File: config.mk
export PLATFORM = sky130hd
export DESIGN_NAME = stopwatch_core
export DESIGN_NICKNAME = d
export VERILOG_FILES = /design/src/rtl/stopwatch_pkg.sv /design/src/rtl/stopwatch_core_key_debounce.sv /design/src/rtl/stopwatch_core.sv
export SDC_FILE = /design/constraint.sdc
export NUM_CORES = 1
export LEC_CHECK = 0
export CORE_ASPECT_RATIO = 2
export CORE_MARGIN = 2
export CORE_UTILIZATION = 55
export DETAILED_ROUTE_END_ITERATION = 12
export DONT_BUFFER_PORTS = 1
export HOLD_SLACK_MARGIN = 0.15
export PLACE_DENSITY = 0.81
export REMOVE_ABC_BUFFERS = 1
export SLEW_MARGIN = 20
export SYNTH_ARGS = -nofsm -noshare
export SYNTH_HDL_FRONTEND = slang
export SYNTH_SLANG_ARGS = --single-unit
File: constraint.sdc
create_clock -name clk -period 2.2 [get_ports clk]
set_input_delay 0.44 -clock clk [delete_from_list [all_inputs] [get_ports clk]]
set_output_delay 0.44 -clock clk [all_outputs]
set_load 0.005 [all_outputs]
File: src/rtl/stopwatch_pkg.sv
// Shared types and constants for the stopwatch: FSM encoding, BCD digit
// limits and the active-low seven-segment decode.
package stopwatch_pkg;

  typedef enum logic [1:0] {
    ST_IDLE  = 2'd0,
    ST_RUN   = 2'd1,
    ST_PAUSE = 2'd2
  } state_t;

  localparam logic [3:0] DIGIT_LIMIT    = 4'd9;
  localparam logic [3:0] SEC_TENS_LIMIT = 4'd5;

  // {dp,g,f,e,d,c,b,a}, active low, dp off
  localparam logic [7:0] SEG_TABLE [10] = '{
    8'hC0, 8'hF9, 8'hA4, 8'hB0, 8'h99,
    8'h92, 8'h82, 8'hF8, 8'h80, 8'h90
  };

  localparam logic [7:0] SEG_DP_MASK = 8'h7F;
  localparam logic [7:0] SEG_RESET   = 8'hC0;
  localparam logic [3:0] DIG_RESET   = 4'b1110;

  function automatic logic [7:0] seg_decode(input logic [3:0] digit, input logic dp_on);
    logic [7:0] seg;
    seg = (digit > DIGIT_LIMIT) ? 8'hFF : SEG_TABLE[digit];
    if (dp_on) seg = seg & SEG_DP_MASK;
    return seg;
  endfunction

endpackage

File: src/rtl/stopwatch_core_key_debounce.sv
// Raw push-button conditioning: 2-FF synchronizer, sampled debounce and a
// one-cycle pulse on each debounced press.
module key_debounce #(
  parameter int DEB_SAMPLES = 3
) (
  input  logic clk,
  input  logic rst_n,
  input  logic sample_en,
  input  logic key_n,
  output logic press
);

  localparam int CW = $clog2(DEB_SAMPLES);
  localparam logic [CW-1:0] LAST_SAMPLE = CW'(DEB_SAMPLES - 1);

  logic          sync1_reg;
  logic          sync2_reg;
  logic          pressed_reg;
  logic [CW-1:0] cnt_reg;
  logic          press_reg;

  logic sample_pressed;
  logic differs;

  assign sample_pressed = ~sync2_reg;
  assign differs        = sample_pressed != pressed_reg;

  // cnt_reg counts consecutive samples that disagree with the debounced state
  always_ff @(posedge clk) begin
    if (!rst_n) begin
      sync1_reg   <= 1'b1;
      sync2_reg   <= 1'b1;
      pressed_reg <= 1'b0;
      cnt_reg     <= '0;
      press_reg   <= 1'b0;
    end else begin
      sync1_reg <= key_n;
      sync2_reg <= sync1_reg;
      press_reg <= 1'b0;
      if (sample_en) begin
        if (!differs) begin
          cnt_reg <= '0;
        end else if (cnt_reg == LAST_SAMPLE) begin
          pressed_reg <= sample_pressed;
          cnt_reg     <= '0;
          press_reg   <= sample_pressed;
        end else begin
          cnt_reg <= cnt_reg + 1'b1;
        end
      end
    end
  end

  assign press = press_reg;

endmodule

File: src/rtl/stopwatch_core.sv
// SS.CC stopwatch: divider edge detection, start/stop/clear FSM, BCD count
// and a four-digit multiplexed common-anode display driver.
module stopwatch_core
  import stopwatch_pkg::*;
#(
  parameter int DEB_SAMPLES = 3
) (
  input  logic        clk,
  input  logic        rst_n,
  input  logic        tick_100,
  input  logic        scan_400,
  input  logic        key_start_n,
  input  logic        key_clear_n,
  output logic [15:0] bcd,
  output logic        running,
  output logic        wrap,
  output logic [3:0]  dig_n,
  output logic [7:0]  seg_n
);

  logic tick_prev_reg;
  logic scan_prev_reg;
  logic cs_en;
  logic scan_en;

  always_ff @(posedge clk) begin
    if (!rst_n) begin
      tick_prev_reg <= 1'b0;
      scan_prev_reg <= 1'b0;
    end else begin
      tick_prev_reg <= tick_100;
      scan_prev_reg <= scan_400;
    end
  end

  assign cs_en   = tick_100 & ~tick_prev_reg;
  assign scan_en = scan_400 & ~scan_prev_reg;

  // Key index 0 = start/stop, 1 = clear
  logic [1:0] key_raw_n;
  logic [1:0] key_press;

  assign key_raw_n = {key_clear_n, key_start_n};

  genvar gi;
  generate
    for (gi = 0; gi < 2; gi++) begin : g_key
      key_debounce #(
        .DEB_SAMPLES(DEB_SAMPLES)
      ) u_debounce (
        .clk      (clk),
        .rst_n    (rst_n),
        .sample_en(cs_en),
        .key_n    (key_raw_n[gi]),
        .press    (key_press[gi])
      );
    end
  endgenerate

  logic start_ev;
  logic clear_ev;

  assign start_ev = key_press[0];
  assign clear_ev = key_press[1];

  state_t state_reg;
  state_t state_next;
  logic   zero_count;

  always_ff @(posedge clk) begin
    if (!rst_n) state_reg <= ST_IDLE;
    else        state_reg <= state_next;
  end

  // In PAUSE a simultaneous clear beats start
  always_comb begin
    state_next = state_reg;
    zero_count = 1'b0;
    case (state_reg)
      ST_IDLE:  if (start_ev) state_next = ST_RUN;
      ST_RUN:   if (start_ev) state_next = ST_PAUSE;
      ST_PAUSE: begin
        if (clear_ev) begin
          state_next = ST_IDLE;
          zero_count = 1'b1;
        end else if (start_ev) begin
          state_next = ST_RUN;
        end
      end
      default:  state_next = ST_IDLE;
    endcase
  end

  assign running = (state_reg == ST_RUN);

  logic [15:0] count_reg;
  logic [15:0] count_next;
  logic [4:0]  carry;
  logic        wrap_reg;

  assign carry[0] = cs_en & (state_reg == ST_RUN);

  // Ripple carry through the four digits; digit 3 (sec_tens) tops out at 5
  generate
    for (gi = 0; gi < 4; gi++) begin : g_digit
      localparam logic [3:0] LIMIT = (gi == 3) ? SEC_TENS_LIMIT : DIGIT_LIMIT;
      logic [3:0] cur;
      logic       at_max;
      assign cur          = count_reg[gi*4 +: 4];
      assign at_max       = cur >= LIMIT;
      assign carry[gi+1]  = carry[gi] & at_max;
      assign count_next[gi*4 +: 4] = !carry[gi] ? cur : (at_max ? 4'd0 : cur + 4'd1);
    end
  endgenerate

  always_ff @(posedge clk) begin
    if (!rst_n) begin
      count_reg <= '0;
      wrap_reg  <= 1'b0;
    end else begin
      count_reg <= zero_count ? 16'h0000 : count_next;
      wrap_reg  <= carry[4];
    end
  end

  assign bcd  = count_reg;
  assign wrap = wrap_reg;

  logic [1:0] idx_reg;
  logic [1:0] idx_next;
  logic [3:0] sel_digit;
  logic [3:0] dig_n_reg;
  logic [7:0] seg_n_reg;

  assign idx_next  = idx_reg + 2'd1;
  assign sel_digit = count_reg[{idx_next, 2'b00} +: 4];

  // Outputs load from the registered count, so a coincident increment shows next slot
  always_ff @(posedge clk) begin
    if (!rst_n) begin
      idx_reg   <= 2'd0;
      dig_n_reg <= DIG_RESET;
      seg_n_reg <= SEG_RESET;
    end else if (scan_en) begin
      idx_reg   <= idx_next;
      dig_n_reg <= ~(4'b0001 << idx_next);
      seg_n_reg <= seg_decode(sel_digit, idx_next == 2'd2);
    end
  end

  assign dig_n = dig_n_reg;
  assign seg_n = seg_n_reg;

endmodule

[Word-level counts from Yosys, hierarchy flattened]
Memory sizes are Yosys's and may differ from the RTL's.
Index checks and enable logic that the tools add are counted.
Word-level totals
  flip-flop bits (word level): 47
  latch bits: 0
  RAM bits: 0
  ROM bits: 128
  input port bits: 6
  memories: 1
Operators by class
  $add $sub $neg: 7
  $mul: 0
  div/mod/pow operators: 0
  $lt $le $gt $ge: 6
  equal/unequal tests: 8
  shift operators: 2
  multiplexer cells: 18
  bitwise logic cells: 14
  reduce and logical (&&, ||, !) cells: 6
Memories
  (name not given): depth 16, width 8, read ports 1, clocked after memory_dff 0, wr ports 0, RTL line stopwatch_pkg.sv:26  | seg = (digit > DIGIT_LIMIT) ? 8'hFF : SEG_TABLE[digit];
Operators by type and width (number)
  8-bit two-way mux: 4
  4-bit by 1-bit adder with 4-bit output, second input constant: 4
  4-bit two-way mux: 4
  16-bit by 5-bit variable part select with 4-bit output: 1
  2-bit two-way mux: 7
  4-bit greater-or-equal comparator, second input constant: 3
  2-bit == test, second input constant: 4
  4-bit AND reduction: 2
  1-bit AND: 7
  2-bit by 1-bit adder with 2-bit output, second input constant: 3
  2-bit one-hot mux with 3 select lines: 1
  3-bit AND reduction: 2
  5-bit greater-or-equal comparator, second input constant: 1
  1-bit NOT: 5
  4-bit NOT with 5-bit output: 1
  4-bit by 3-bit greater-or-equal comparator with 1-bit output, second input constant: 1
  4-bit greater-than comparator, second input constant: 1
  4-bit NOT: 1
  1-bit by 2-bit left shift with 4-bit output, first input constant: 1
  2-bit by 1-bit == test with 1-bit output, second input constant: 1
  2-bit logical NOT: 1
  1-bit two-way mux: 2
  1-bit inequality test: 2
  2-bit by 1-bit inequality test with 1-bit output, second input constant: 1
  2-bit OR reduction: 1

[Logic depth before layout (Yosys ltp)]
Gate-level depths: netlist of the first run.
  depth after elaboration: 8
  depth in mapped cells: 10

[By module]
From an unflattened synthesis of the first run, not the netlist that was laid out.
Second synthesis, totals
  cell total of the unflattened synthesis: 263
  area, all modules: 2419.8 um2
Modules (own cells, without submodules)
  stopwatch_core: instances 1, cells an instance 223, area an instance 1981.9 um2, seq. area each 680.7 um2
  key_debounce: instances 2, cells an instance 20, area an instance 219.0 um2, seq. area each 120.1 um2

[Worst setup path after synthesis of the first run]
OpenSTA, ideal clock, no wires.
  kind: reg-to-reg
  from: register idx_reg[0]
  to: register seg_n_reg[6], in the netlist seg_n[6]
  setup time: 131 ps
  data arrival time: 2098 ps
  setup slack: -29 ps
  cell stages (with the launch flop): 11
  path buffers: 1
  clock period less this slack: 2229 ps
  path through: dfxtp_1 buf_6 inv_1 ha_1 mux4_1 inv_1 ha_1 nor2_1 o21a_1 a211oi_1 o21ai_1
Between the ends
  longest elaborated chain between the ends: 8
  elaborated cells on any way between the ends: 9
  those cells by class: 1 x add/sub; 1 x order compare; 1 x shift; 4 x mux; 1 x bitwise; 1 x memory
Ends and longest elaborated chain
  start, declared: RTL line stopwatch_core.sv:129  | logic [1:0] idx_reg;
  start signal, assigned: RTL line stopwatch_core.sv:145  | idx_reg <= idx_next;
  2-bit by 1-bit adder with 2-bit output (*): RTL line stopwatch_core.sv:135  | assign idx_next = idx_reg + 2'd1;
  via idx_next[0]: RTL line stopwatch_core.sv:130  | logic [1:0] idx_next;
  16-bit by 5-bit variable part select with 4-bit output (*): RTL line stopwatch_core.sv:136  | assign sel_digit = count_reg[{idx_next, 2'b00} +: 4];
  4-bit NOT with 5-bit output (implied by the code): RTL line stopwatch_pkg.sv:26
  memory read 16 x 8 bit
  8-bit two-way mux (implied by the code) (2 in series): RTL line stopwatch_pkg.sv:26
  8-bit two-way mux (*): RTL line stopwatch_pkg.sv:26
  8-bit two-way mux (*): RTL line stopwatch_pkg.sv:27  | if (dp_on) seg = seg & SEG_DP_MASK;
  end signal, assigned: RTL line stopwatch_core.sv:147  | seg_n_reg <= seg_decode(sel_digit, idx_next == 2'd2);
  end, declared: RTL line stopwatch_core.sv:133  | logic [7:0] seg_n_reg;
Mark *: on every way through the listed nets, which the timed path passes. The rest lies on a longest branch. The select of a mux whose other input is x is not followed.
A chain may end at the register's enable or synchronous reset.

[Worst setup path after layout of the first run]
  from: register idx_reg[1]
  to: register seg_n_reg[6], in the netlist seg_n[6]
The elaborated chain is that of the path after synthesis.

==> reports/qor.yml, run 1 <==
leakagePower_nw: 0.9857
synthDistinctLibCells: 51
synth_area_leaders: "dfxtp_1 (38%), ha_1 (11%), a21oi_1 (3.7%), nand2_1 (3.2%), nand2b_1 (2.8%)"
max_clock_freq_mhz: 486.0
drc: 0
insertedDiodeCount: 0
slew_violations: 0
synth-warning-count: 0
cp-end-kind: "flip-flop"
post-synth-top-count-cell: "dfxtp_1"
setup_viol: 0
clk_pin_slew_ps: 90
grt_max_degree: 31
fin_crit_ps: 2058
ios: 36
status: "complete, no violations"
p_int_mw: 1.241
cp-start-kind: "flip-flop"
synth-xor-area-share: 0.01802
fp.dieH_um: 98
synthFlopType: "dfxtp_1"
finalHoldViolCount: 0
peakVddDrop_v: 0.0004484
pwr-share-clk: 0.400
p_seq_frac: 0.542
synth_top_area_cell: "dfxtp_1"
post-route-period-util: 0.9352
insertion_delay_ps: 310
synth_top_area_frac: 0.3790
die_x_um: 51
grt_pass1_wl_um: 8190
synth_common_cells: "dfxtp_1 (46), ha_1 (21), nand2_1 (21)"
htree_levels: 2
core_um2: 4297
avgSynthCellArea_um2: 9.310
maxCapViolations: 0
maxSlewHeadroom: 0.5362
dr.pass1.iters: 4
dp_hpwl_um: 3677
utilization: 0.6109
grt_usage: 0.2138
power_per_cell_area_nw_per_um2: 613.1
wl_per_cell_um: 15.60
largest_register_ffs: 16
path_max_fanout: 4
num_vias: 1928
grt_pass1_vias: 1806
synth_compound_gate_area_share: 0.1519
ys_seq_area_frac: 0.3790
required_ps: 2400
max_slew.worst_pin.slew_ps: 694.2
synth-edff-count: 0
root_buffer: "clkbuf_8"
grt_remaining_overflow: 0
crit_type: "flip-flop to flip-flop"
hold_class: "input port to flip-flop"
switching_share: 0.2287
cts_tree: "yes"
postCtsHoldBufs: 0
ant_nets: 0
cp.arrival_ps: 2250
finClkSkew_ps: 9.122
synth_top_family_by_area: "simple AND/OR/NAND/NOR gates"
switching_power_mw: 0.3681
synth_mux_area_frac: 0.07209
syn_inst: 261
postSynth.asyncResetShare: 0
rows: 34
area_delta_synth_final_pct: 8.033
start_util: 0.5655
clock-sinks: 46
combPwrFrac: 0.059
synthAdderAreaFrac: 0.1081
die-area_um2: 4998
synth_simple_gate_area_frac: 0.2096
mappedNetlistArea_um2: 2430
final_nets: 291
n_fill_cell: 385
holdWs_ps: 200.2
antenna_found_initial: 0
portBuffers: 0
wirelength_um: 4977
drive_gt1_frac: 0.1358
avgViaCountPerCell: 6.044
synth_seq_cells: 46
globalplace.congestion: 0.8506
cts_made_buffers: 5
cts.path.max_buffers: 2
drt-initial-drc-count: 60
rsz0062_at_grt: "false"
[area by class of cell]
class,count,area (µm²),share of cell area
timing repair buffer,12,90.09,0.03432
sequential,46,924.6,0.3522
tap,54,67.56,0.02574
inverter,17,63.81,0.02431
clock inverter,3,45.04,0.01716
multi-input combinational,182,1365,0.5200
clock buffer,5,68.82,0.02622
[per-layer routing]
metal,routed length (µm),track usage,up-vias
met1,1785,0.2077,931
li1,-,-,932
met5,0,0,-
met3,222,0.03976,9
met2,2853,0.3976,56
met4,115,0.1206,0
[timing repair]
action	in CTS	in global routing
hold endpoints to repair	0	0
buffers inserted	0	2
resized for setup	0	7
setup endpoints to repair	0	8
[worst max-delay path, stage by stage (launching register included)]
cell,delay (ps)
dfxtp_2,370
inv_1,90
ha_4,290
mux4_2,320
inv_1,130
ha_1,180
nor2_1,50
o21a_1,200
a211oi_1,210
o21ai_1,90
[kinds of logic (layout without fill, tap and decap cells)]
family	Yosys count	in the layout
flops	46	46
mux	10	10
compound gates	57	57
simple gates	89	89
xor+xnor	5	5
fa+ha+maj	21	21
buf+inv	33	37
[cells in the final DEF (no fill, tap or decap), drive strengths merged, types with 3 or more instances in the layout]
cell type,n
ha,21
mux2i,4
nand2b,11
inv,17
nand3b,4
nor2,13
and2,4
dfxtp,46
a211oi,4
nand3,4
o211ai,3
nand4,5
mux4,5
buf,12
nor2b,7
a31oi,3
nand2,21
clkbuf,5
o211a,3
o21ai,10
a21oi,19
nor3,6
xor2,3
o31ai,5
[worst paths after layout]
| check | from | to | slack [ps] | cells after the start |
|---|---|---|---|---|
| setup / recovery | idx_reg[1]$_SDFFE_PN0P_ | seg_n[6]$_SDFFE_PN1P_ | 140 | 9 |
| hold / removal | rst_n | g_key[0].u_debounce.sync2_reg$_SDFF_PN1_ | 200 | 1 |
| hold reg to reg | g_key[1].u_debounce.sync1_reg$_SDFF_PN1_ | g_key[1].u_debounce.sync2_reg$_SDFF_PN1_ | 410 | 1 |
| setup reg to reg | idx_reg[1]$_SDFFE_PN0P_ | seg_n[6]$_SDFFE_PN1P_ | 140 | 9 |
[power groups by stage]
stage	clock (mW)	combinational (mW)	sequential, mW
finish	0.643	0.0945	0.872
CTS	0.650	0.0891	0.872
global placement	0	0.0868	0.890
floorplan	0	0.0621	0.889
global route	0.676	0.106	0.875
detailed placement	0	0.0885	0.891
[through the flow]
| stage | area, µm² | setup TNS (ps) | cells | setup slack (ps) | power [mW] |
|---|---|---|---|---|---|
| 2_1_floorplan | 2345 | -113.7 | 245 | -83.71 | 0.9513 |
| 3_3_place_gp | 2487 | 0 | 309 | 107.3 | 0.9767 |
| 3_5_place_dp | 2487 | 0 | 309 | 20.69 | 0.9795 |
| 4_1_cts | 2601 | 0 | 317 | 1.808 | 1.610 |
| 5_1_grt | 2625 | 0 | 319 | 0.08393 | 1.657 |
| 6_report | 2625 | 0 | 319 | 142.5 | 1.609 |
Note: power is estimated with default switching activity, not from simulation.
==> run 2, diff against run 1 <==
CORE_UTILIZATION = 50   (was 55)
CTS_CLUSTER_DIAMETER = 100   (was not set)
PLACE_DENSITY = 0.76   (was 0.81)
==> reports/qor.yml, run 2 (synthesis results as in run 1) <==
cp.arrival_ps: 2280  # +30 ps
insertion_delay_ps: 300  # about the same
avgViaCountPerCell: 5.903  # -2.3%
post-route-period-util: 0.9484  # +0.01320
leakagePower_nw: 0.9751  # -1.1%
die_x_um: 53.30  # +4.5%
cp-end-kind: "flip-flop"
cpMaxStageDelayCell: "dfxtp_4"
post-place-ws_ps: -61.84  # -82.53 ps
path_max_fanout: 6  # +2
die-area_um2: 5467  # +9.4%
required_ps: 2390  # about the same
holdWs_ps: 203.9  # +3.750 ps
num_vias: 1877  # -2.6%
ios: 36  # unchanged
ant_nets: 0  # unchanged
dpl_cell_area_um2: 2481  # -0.25%
rows: 35  # +2.9%
largest_register_ffs: 16  # unchanged
crit_chain: "inv_1 -> ha_4 -> mux4_2 -> inv_1 -> ha_1 -> nor2_1 -> o21a_1 -> a211oi_1 -> o21ai_1"
drc: 0  # unchanged
grt_pass1_wl_um: 8135  # -0.67%
peakVddDrop_v: 0.0003977  # -11%
drive_gt1_frac: 0.1293  # -0.006571
htree_levels: 2  # unchanged
n_fill_cell: 452  # +17%
max_clock_freq_mhz: 479.3  # -1.4%
max_slew.worst_pin.slew_ps: 676.1  # -18.11 ps
cp_common_cell: "inv_1"
maxSlewHeadroom: 0.5483  # +0.01210
power.total_mw: 1.606  # -0.21%
cts_made_buffers: 5  # unchanged
final_cells: 318  # -0.31%
fin_crit_ps: 2087  # +29.05 ps
status: "complete, no violations"
cts_tree: "yes"
setup_ws_ps: 113.4  # -29.05 ps
finClkSkew_ps: 5.827  # -3.295 ps
grt_usage: 0.1981  # -0.01562
portBuffers: 0  # unchanged
fin_area_um2: 2614  # -0.43%
slowest_delay_ps: 390  # +20 ps
final_nets: 289  # -0.69%
crit_type: "flip-flop to flip-flop"
grt_pass1_vias: 1819  # +0.72%
area_delta_synth_final_pct: 7.570
dp_hpwl_um: 3653  # -0.65%
grt_max_degree: 31  # unchanged
layout_common_cells: "dfxtp_1 (43), nand2_1 (21), ha_1 (20)"
setup_viol: 0  # unchanged
start_util: 0.5235  # -0.04207
finalHoldViolCount: 0  # unchanged
final_common_cell: "dfxtp_1"
cts.path.max_buffers: 2  # unchanged
wl_per_cell_um: 15.76  # +1.0%
antenna_found_initial: 0  # unchanged
root_buffer: "clkbuf_8"
clock-sinks: 46  # unchanged
wirelength_um: 5012  # +0.70%
insertedDiodeCount: 0  # unchanged
core_um2: 4642  # +8.0%
cp-start-kind: "flip-flop"
globalplace.congestion: 0.8661  # +1.8%
grt_remaining_overflow: 0  # unchanged
dr.pass1.iters: 4  # unchanged
postCtsHoldBufs: 0  # unchanged
dpl.cell_count: 309  # unchanged
hold_class: "input port to flip-flop"
fp.dieH_um: 102.6  # +4.7%
slew_violations: 0  # unchanged
drt-initial-drc-count: 47  # -22%
maxCapViolations: 0  # unchanged
clk_pin_slew_ps: 90  # about the same
power_per_cell_area_nw_per_um2: 614.4  # +0.22%
## run 2: metrics by stage
step,utilization,setup TNS [ps]
floorplan,-,-113.7
global placement,0.5345,0
detailed placement,0.5345,-92.87
CTS,0.5593,0
global route,0.5631,-13.58
finish,0.5631,0
## run 2: routing by layer
metal	track usage	up-vias	share of wire
met4	0.1203	0	0.026
met3	0.02609	9	0.039
met1	0.1998	907	0.37
met2	0.3647	41	0.57
li1	-	920	-
met5	0	-	0
## run 2: layout make-up
| class | count | area (µm²) | share of cell area |
|---|---|---|---|
| clock buffers | 5 | 68.82 | 0.02633 |
| clock inverters | 3 | 45.04 | 0.01723 |
| inverters | 17 | 63.81 | 0.02441 |
| multi-input cells | 182 | 1365 | 0.5223 |
| flip-flops and latches | 46 | 927.1 | 0.3547 |
| well taps | 55 | 68.82 | 0.02633 |
| repair buffers | 10 | 75.07 | 0.02872 |
## run 2: power breakdown
part	internal [mW]	switching (mW)
combinational	0.0481	0.0462
clock	0.338	0.300
sequential	0.855	0.0187
total	1.24	0.365
## run 2: worst paths after layout
kind	from	end	slack [ps]	cells past startpoint
max	idx_reg[0]$_SDFFE_PN0P_	seg_n[6]$_SDFFE_PN1P_	110	9
min	rst_n	g_key[0].u_debounce.sync2_reg$_SDFF_PN1_	200	1
max reg2reg	idx_reg[0]$_SDFFE_PN0P_	seg_n[6]$_SDFFE_PN1P_	110	9
min reg2reg	g_key[0].u_debounce.sync1_reg$_SDFF_PN1_	g_key[0].u_debounce.sync2_reg$_SDFF_PN1_	430	1
## run 2: worst max-delay path, delay by kind of cell, from the launching register on
| kind | cells | cell delay [ps] |
|---|---|---|
| AOI/OAI and AO/OA | 3 | 510 |
| adders and majority gates | 2 | 470 |
| DFF | 1 | 390 |
| muxes | 1 | 330 |
| buffers and inverters | 2 | 220 |
| and+or+nand+nor | 1 | 50 |
## run 2: timing repair
item / in CTS / in global routing
endpoints found under the hold margin: 0 / 0
buffers inserted: 0 / 1
resized for setup: 1 / 7
gates cloned: 0 / 0
setup endpoints to repair: 4 / 9
pin swaps: 0 / 1
